File: src/rtl/pipe_pkg.sv
// -----------------------------------------------------------------------------
// pipe_pkg
// Shared definitions for the elastic pipeline stage register:
//   - pipe_state_e : occupancy state of a stage (EMPTY / ONE / FULL)
//   - default payload/control widths for each core stage boundary
//   - saturating increment helper used by the optional statistics counters
// Optional feature macro used by users of this package: PIPE_STAGE_STATS_EN.
// -----------------------------------------------------------------------------
package pipe_pkg;

    typedef enum logic [1:0] {
        ST_EMPTY = 2'd0,
        ST_ONE   = 2'd1,
        ST_FULL  = 2'd2
    } pipe_state_e;

    // IF/ID: pc 32 + instruction 32; ctrl: valid-instruction marker
    localparam int IF_ID_DATA_W  = 64;
    localparam int IF_ID_CTRL_W  = 1;
    // ID/EX: pc 32 + rs1 32 + rs2 32 + imm 32 + rd 5; ctrl: alu op, mem, wb
    localparam int ID_EX_DATA_W  = 133;
    localparam int ID_EX_CTRL_W  = 10;
    // EX/MEM: pcInc 32 + ALURes 32 + store data 32 + rd 5; ctrl: mem wr/rd + wb
    localparam int EX_MEM_DATA_W = 101;
    localparam int EX_MEM_CTRL_W = 5;
    // MEM/WB: pcInc 32 + ALURes 32 + DMDataRd 32 + rd 5; ctrl: RUWr + RUDataWrSrc
    localparam int MEM_WB_DATA_W = 101;
    localparam int MEM_WB_CTRL_W = 3;

    localparam int          STAT_W   = 32;
    localparam logic [31:0] STAT_MAX = 32'hFFFF_FFFF;

    // Increment that sticks at the all-ones value instead of wrapping.
    function automatic logic [STAT_W-1:0] sat_inc(input logic [STAT_W-1:0] v);
        logic [STAT_W-1:0] r;
        if (v == STAT_MAX) begin
            r = v;
        end else begin
            r = v + 32'd1;
        end
        return r;
    endfunction

endpackage

File: src/rtl/pipe_stage_slot.sv
// -----------------------------------------------------------------------------
// pipe_stage_slot
// One storage slot of the stage: a load-enabled payload register plus a
// control register that can be cleared independently so a squashed or drained
// slot never carries live control.
// Ports:
//   clk, rst_n          clock, async active-low reset (both fields to 0)
//   load                capture d_data/d_ctrl this edge
//   clr_ctrl            zero the control field this edge (wins over load)
//   d_data, d_ctrl      next payload / control
//   q_data, q_ctrl      registered payload / control
// -----------------------------------------------------------------------------
module pipe_stage_slot #(
    parameter int DATA_W = 101,
    parameter int CTRL_W = 3
) (
    input  logic              clk,
    input  logic              rst_n,
    input  logic              load,
    input  logic              clr_ctrl,
    input  logic [DATA_W-1:0] d_data,
    input  logic [CTRL_W-1:0] d_ctrl,
    output logic [DATA_W-1:0] q_data,
    output logic [CTRL_W-1:0] q_ctrl
);

    logic [DATA_W-1:0] data_r;
    logic [CTRL_W-1:0] ctrl_r;

    // Payload register: only the load strobe changes it, clears are not needed.
    always_ff @(posedge clk or negedge rst_n) begin
        if (!rst_n) begin
            data_r <= {DATA_W{1'b0}};
        end else if (load) begin
            data_r <= d_data;
        end else begin
            data_r <= data_r;
        end
    end

    // Control register: clear has priority so a flush always kills control.
    always_ff @(posedge clk or negedge rst_n) begin
        if (!rst_n) begin
            ctrl_r <= {CTRL_W{1'b0}};
        end else if (clr_ctrl) begin
            ctrl_r <= {CTRL_W{1'b0}};
        end else if (load) begin
            ctrl_r <= d_ctrl;
        end else begin
            ctrl_r <= ctrl_r;
        end
    end

    assign q_data = data_r;
    assign q_ctrl = ctrl_r;

endmodule

File: src/rtl/pipe_stage_skid.sv
// -----------------------------------------------------------------------------
// pipe_stage_skid
// Elastic pipeline stage register with a two-entry skid buffer (main + skid).
// in_ready and out_valid are decoded from the registered state only, so no
// combinational path crosses the stage boundary. Outputs come from the main
// slot; its control field is cleared whenever the stage goes empty, so
// out_ctrl is 0 on every bubble.
// Ports:
//   clk, rst_n                    clock, async active-low reset
//   flush                         synchronous squash of all held beats
//   in_valid/in_ready/in_data/in_ctrl     upstream handshake + beat
//   out_valid/out_ready/out_data/out_ctrl downstream handshake + beat
//   stat_bubble_cnt, stat_stall_cnt       saturating statistics counters,
//                                         present only with PIPE_STAGE_STATS_EN
// -----------------------------------------------------------------------------
module pipe_stage_skid
    import pipe_pkg::*;
#(
    parameter int DATA_W = MEM_WB_DATA_W,
    parameter int CTRL_W = MEM_WB_CTRL_W
) (
    input  logic              clk,
    input  logic              rst_n,
    input  logic              flush,
    input  logic              in_valid,
    output logic              in_ready,
    input  logic [DATA_W-1:0] in_data,
    input  logic [CTRL_W-1:0] in_ctrl,
    output logic              out_valid,
    input  logic              out_ready,
    output logic [DATA_W-1:0] out_data,
    output logic [CTRL_W-1:0] out_ctrl
`ifdef PIPE_STAGE_STATS_EN
    ,
    output logic [31:0]       stat_bubble_cnt,
    output logic [31:0]       stat_stall_cnt
`endif
);

    pipe_state_e       state_r;
    pipe_state_e       state_nx_s;
    logic              in_ready_s;
    logic              out_valid_s;
    logic              accept_s;
    logic              fire_s;
    logic              main_load_s;
    logic              main_clr_s;
    logic              main_sel_skid_s;
    logic              skid_load_s;
    logic              skid_clr_s;
    logic [DATA_W-1:0] main_d_data_s;
    logic [CTRL_W-1:0] main_d_ctrl_s;
    logic [DATA_W-1:0] skid_data_s;
    logic [CTRL_W-1:0] skid_ctrl_s;

    assign in_ready_s  = (state_r != ST_FULL);
    assign out_valid_s = (state_r != ST_EMPTY);
    assign accept_s    = in_valid & in_ready_s;
    assign fire_s      = out_valid_s & out_ready;

    // State register.
    always_ff @(posedge clk or negedge rst_n) begin
        if (!rst_n) begin
            state_r <= ST_EMPTY;
        end else begin
            state_r <= state_nx_s;
        end
    end

    // Next state and slot strobes; flush overrides any accept or fire.
    always_comb begin
        state_nx_s      = state_r;
        main_load_s     = 1'b0;
        main_clr_s      = 1'b0;
        main_sel_skid_s = 1'b0;
        skid_load_s     = 1'b0;
        skid_clr_s      = 1'b0;
        if (flush) begin
            state_nx_s = ST_EMPTY;
            main_clr_s = 1'b1;
            skid_clr_s = 1'b1;
        end else begin
            case (state_r)
                ST_EMPTY: begin
                    if (accept_s) begin
                        main_load_s = 1'b1;
                        state_nx_s  = ST_ONE;
                    end else begin
                        state_nx_s  = ST_EMPTY;
                    end
                end
                ST_ONE: begin
                    if (accept_s && fire_s) begin
                        main_load_s = 1'b1;
                        state_nx_s  = ST_ONE;
                    end else if (accept_s) begin
                        skid_load_s = 1'b1;
                        state_nx_s  = ST_FULL;
                    end else if (fire_s) begin
                        // Going empty: drop the stale control so bubbles read 0.
                        main_clr_s  = 1'b1;
                        state_nx_s  = ST_EMPTY;
                    end else begin
                        state_nx_s  = ST_ONE;
                    end
                end
                ST_FULL: begin
                    if (fire_s) begin
                        main_load_s     = 1'b1;
                        main_sel_skid_s = 1'b1;
                        state_nx_s      = ST_ONE;
                    end else begin
                        state_nx_s      = ST_FULL;
                    end
                end
                default: begin
                    state_nx_s = ST_EMPTY;
                    main_clr_s = 1'b1;
                    skid_clr_s = 1'b1;
                end
            endcase
        end
    end

    // Main slot source: the skid entry when draining FULL, else upstream.
    always_comb begin
        main_d_data_s = in_data;
        main_d_ctrl_s = in_ctrl;
        if (main_sel_skid_s) begin
            main_d_data_s = skid_data_s;
            main_d_ctrl_s = skid_ctrl_s;
        end else begin
            main_d_data_s = in_data;
            main_d_ctrl_s = in_ctrl;
        end
    end

    pipe_stage_slot #(
        .DATA_W (DATA_W),
        .CTRL_W (CTRL_W)
    ) u_main (
        .clk      (clk),
        .rst_n    (rst_n),
        .load     (main_load_s),
        .clr_ctrl (main_clr_s),
        .d_data   (main_d_data_s),
        .d_ctrl   (main_d_ctrl_s),
        .q_data   (out_data),
        .q_ctrl   (out_ctrl)
    );

    pipe_stage_slot #(
        .DATA_W (DATA_W),
        .CTRL_W (CTRL_W)
    ) u_skid (
        .clk      (clk),
        .rst_n    (rst_n),
        .load     (skid_load_s),
        .clr_ctrl (skid_clr_s),
        .d_data   (in_data),
        .d_ctrl   (in_ctrl),
        .q_data   (skid_data_s),
        .q_ctrl   (skid_ctrl_s)
    );

    assign in_ready  = in_ready_s;
    assign out_valid = out_valid_s;

`ifdef PIPE_STAGE_STATS_EN
    logic [31:0] bubble_cnt_r;
    logic [31:0] stall_cnt_r;

    // Statistics: bubbles and downstream stalls; only reset clears them.
    always_ff @(posedge clk or negedge rst_n) begin
        if (!rst_n) begin
            bubble_cnt_r <= 32'd0;
            stall_cnt_r  <= 32'd0;
        end else begin
            if (!out_valid_s) begin
                bubble_cnt_r <= sat_inc(bubble_cnt_r);
            end else begin
                bubble_cnt_r <= bubble_cnt_r;
            end
            if (out_valid_s && !out_ready) begin
                stall_cnt_r <= sat_inc(stall_cnt_r);
            end else begin
                stall_cnt_r <= stall_cnt_r;
            end
        end
    end

    assign stat_bubble_cnt = bubble_cnt_r;
    assign stat_stall_cnt  = stall_cnt_r;
`else
    // Statistics disabled: no counters and no stat ports.
`endif

endmodule

File: config.mk
export PLATFORM = sky130hd
export DESIGN_NAME = pipe_stage_skid
export DESIGN_NICKNAME = d
export VERILOG_FILES = /design/src/rtl/pipe_pkg.sv /design/src/rtl/pipe_stage_slot.sv /design/src/rtl/pipe_stage_skid.sv
export SDC_FILE = /design/constraint.sdc
export NUM_CORES = 1
export LEC_CHECK = 0
export BUFFER_PORTS_ARGS = -buffer_cell sky130_fd_sc_hd__buf_2
export CORE_ASPECT_RATIO = 0.9
export CORE_UTILIZATION = 40
export CTS_CLUSTER_DIAMETER = 120
export DETAILED_ROUTE_END_ITERATION = 8
export GPL_TIMING_DRIVEN = 1
export PLACE_DENSITY = 0.64
export RECOVER_POWER = 50
export REMOVE_ABC_BUFFERS = 1
export SLEW_MARGIN = 20
export SYNTH_ARGS = -nofsm -noshare
export SYNTH_HDL_FRONTEND = slang
export SYNTH_SLANG_ARGS = --single-unit
File: constraint.sdc
create_clock -name clk -period 2.16 [get_ports clk]
set_input_delay 0.108 -clock clk [delete_from_list [all_inputs] [get_ports clk]]
set_output_delay 0.108 -clock clk [all_outputs]
set_load 0.01 [all_outputs]
==> run metrics <==
area grow syn2layout 35.6%; routed wire length 22300 um; PD cells 938 nW/um^2; number of synthesized register bits 210; crit-path max FO 30; first-pass iteration count of the detailed router 4; Final #Nets 1130; asr flop ratio synth 100%; Sw Ratio 25.7%; most common cell in the netlist dfrtp_1; routed vias/inst 5.10; CTS tree yes; ratio of cells with drive above 1 in the final layout 22.1%; DIE HEIGHT 144 um; synthesized area 9020 um^2; Max IR drop VDD 566 uV; leakage power figure 0.00616 uW; Synth Flop Type dfrtp_1; register share of total power 45.9%; first-iteration detailed-routing DRC count 278; max-cap viol count 1; Seq/Total Area, Yosys 58.2%; Hold Slack 0.0395 ns; dpl cells 1180; fin crit share 91.1%; Crit path max-delay family simple AND/OR/NAND/NOR gates; row count 51; largest net degree at the start of global routing 108; first-pass GRT wire length 36400 um; net load switching power 2950 uW; Worst EP arrival 2.34 ns; Ant. Diodes 0; Core ar. 21900 um^2; worst skew pair latency 0.50 ns; DRC 0; Synth cell types 28; Hold Vio Cnt, Final 0; CP max stage cell dfrtp_1; Gate power share 16.5%; vias in the first global route 6940; worst setup path class register to register; initial antenna violation count 0; largest area contributor in the netlist dfrtp_1; GRT Resource Usage Total 19.5%; CP Buf/Inv Count 2; Fill cells 1869; # IOs 215; GRT busiest layer met2; Die X 160 um; Yosys Warn Count 0; grt total ovfl 0; CTS H-tree depth 1; Slew @ Worst Pin 1.78 ns; endpoint type of the worst setup path register; crit-path cells nor2b_2 > nand2_1 > nor3_2 > buf_4 > buf_12 > mux2_1; internal power 8530 uW; Synth top cells by count dfrtp_1 (210), mux2i_1 (105), o21ai_0 (102); Critical Path RT 2.53 ns; met2 usage 31.6%; unrepaired setup endpoints after global routing false; GP Congestion 0.744; Pins Over Slew Limit 72; Worst-path clk slew 0.06 ns; clock root cell clkbuf_16; status finished with violations; Avg WL per Cell 16.8 um; met1 usage 26.8%; Synth top area share 58.2%; DP HPWL 13400 um; final setup vio count 0; full die area 23200 um^2; CP peak stage delay 0.47 ns; failing checks max-capacitance violations, max-slew violations; Longest Clk Path Bufs 3; total number of vias 6767; Gate Count Post-Synth 711; Synth area leaders dfrtp_1 (58%), mux2_1 (13%), mux2i_1 (12%); IO Port Bufs 214; Post-synth EDFFs 0; Layout Skew 0.00812 ns; starting density of the core 41.2%; Avg Cell Area, Syn 12.7 um^2; min Tclk post-route 1.97 ns; clock share of power 37.6%; FMAX 0.508 GHz; Critical Path Start Type register; Hold Crit Class input port to register; slew margin rel. -18.4%; total clock sinks 210; # resized after CTS 0; Routed Antenna Nets 0; met3 usage 4.39%; Inserted Clock Buffers 23; fin cells 1326
cell usage in the layout (no fill, tap or decap), drive strengths merged, types with 3 or more instances in the layout:
cell	n
a21oi	3
a221oi	3
buf	180
bufinv	6
clkbuf	84
clkinv	4
dfrtp	210
dlygate4sd3	106
inv	3
mux2	101
mux2i	105
nand2	5
nand2b	3
nor2	5
o21ai	203
or2	3
flip-flops by register name (all words and copies together), names as in the netlist:
name	cells
u_skid.q_data	101
u_main.q_ctrl	3
u_skid.q_ctrl	3
state_r	2
u_main.q_data	101
layout make-up:
| type | instances | area (um^2) | area share [%] |
|---|---|---|---|
| clock buffer | 29 | 628 | 5.13 |
| clock inverter | 11 | 208 | 1.70 |
| inverter | 3 | 11.3 | 0.0920 |
| multi-input combinational | 441 | 3440 | 28.1 |
| sequential | 210 | 5260 | 42.9 |
| tap | 291 | 364 | 2.98 |
| timing repair buffer | 341 | 2330 | 19.0 |
cells by family (layout without fill, tap and decap cells):
logic type,after synthesis,count (layout),share of synthesized area [%]
AO/OA/AOI/OAI,213,213,12.3
flip-flops,210,210,58.2
multiplexers,206,206,24.3
buffers and inverters,60,384,3.73
AND/OR/NAND/NOR,21,21,1.32
adder cells (fa/ha/maj),1,1,0.139
power by group through the flow:
stage	clock network, uW	registers (uW)	logic (uW)
floorplan	0	5400	823
global placement	0	5280	1750
detailed placement	0	5310	1810
CTS	4440	5250	1970
global route	4590	5390	2120
finish	4320	5270	1890
per-stage QoR:
| step | utilization, % | area, um^2 | setup TNS [ns] | setup WS (ns) | power, uW |
|---|---|---|---|---|---|
| 2_1_floorplan | - | 8700 | -886.20 | -6.40 | 6220 |
| 3_3_place_gp | 47.6 | 10400 | 0 | 0.243 | 7030 |
| 3_5_place_dp | 47.6 | 10400 | 0 | 0.211 | 7130 |
| 4_1_cts | 56.3 | 12300 | 0 | 0.197 | 11700 |
| 5_1_grt | 55.9 | 12200 | 0 | 0.0706 | 12100 |
| 6_report | 55.9 | 12200 | 0 | 0.193 | 11500 |
worst reg2reg max path, stage by stage (launching register included):
cell and delay (ns):
dfrtp_1 0.47, nor2b_2 0.21, nand2_1 0.11, nor3_2 0.23
buf_4 0.23, buf_12 0.21, mux2_1 0.39
worst paths after layout:
check	endpoint	startpoint	slack, ns	cells after the start
max	u_skid.q_data[87]$_DFFE_PN0P_	state_r[1]$_DFF_PN0_	0.19	6
min reg2reg	u_skid.q_data[57]$_DFFE_PN0P_	u_skid.q_data[57]$_DFFE_PN0P_	0.48	1
min	u_main.q_data[9]$_DFFE_PN0P_	flush	0.04	3
max in group asynchronous	u_skid.q_data[87]$_DFFE_PN0P_	rst_n	0.40	3
max reg2reg	u_skid.q_data[87]$_DFFE_PN0P_	state_r[1]$_DFF_PN0_	0.19	6
min in group asynchronous	u_main.q_ctrl[2]$_DFFE_PN0P_	rst_n	0.64	2
repair_timing:
| item | in CTS | in global routing |
|---|---|---|
| buffers inserted | 0 | 0 |
| endpoints found under the hold margin | 275 | 0 |
| hold buffers | 106 | 0 |
per-layer routing:
layer,vias to the layer above,part of all wire (%)
li1,3192,-
met1,3354,48
met2,190,45
met3,31,6.1
met4,0,1.7
met5,-,0
No activity file was read; power rests on OpenSTA's default activity.
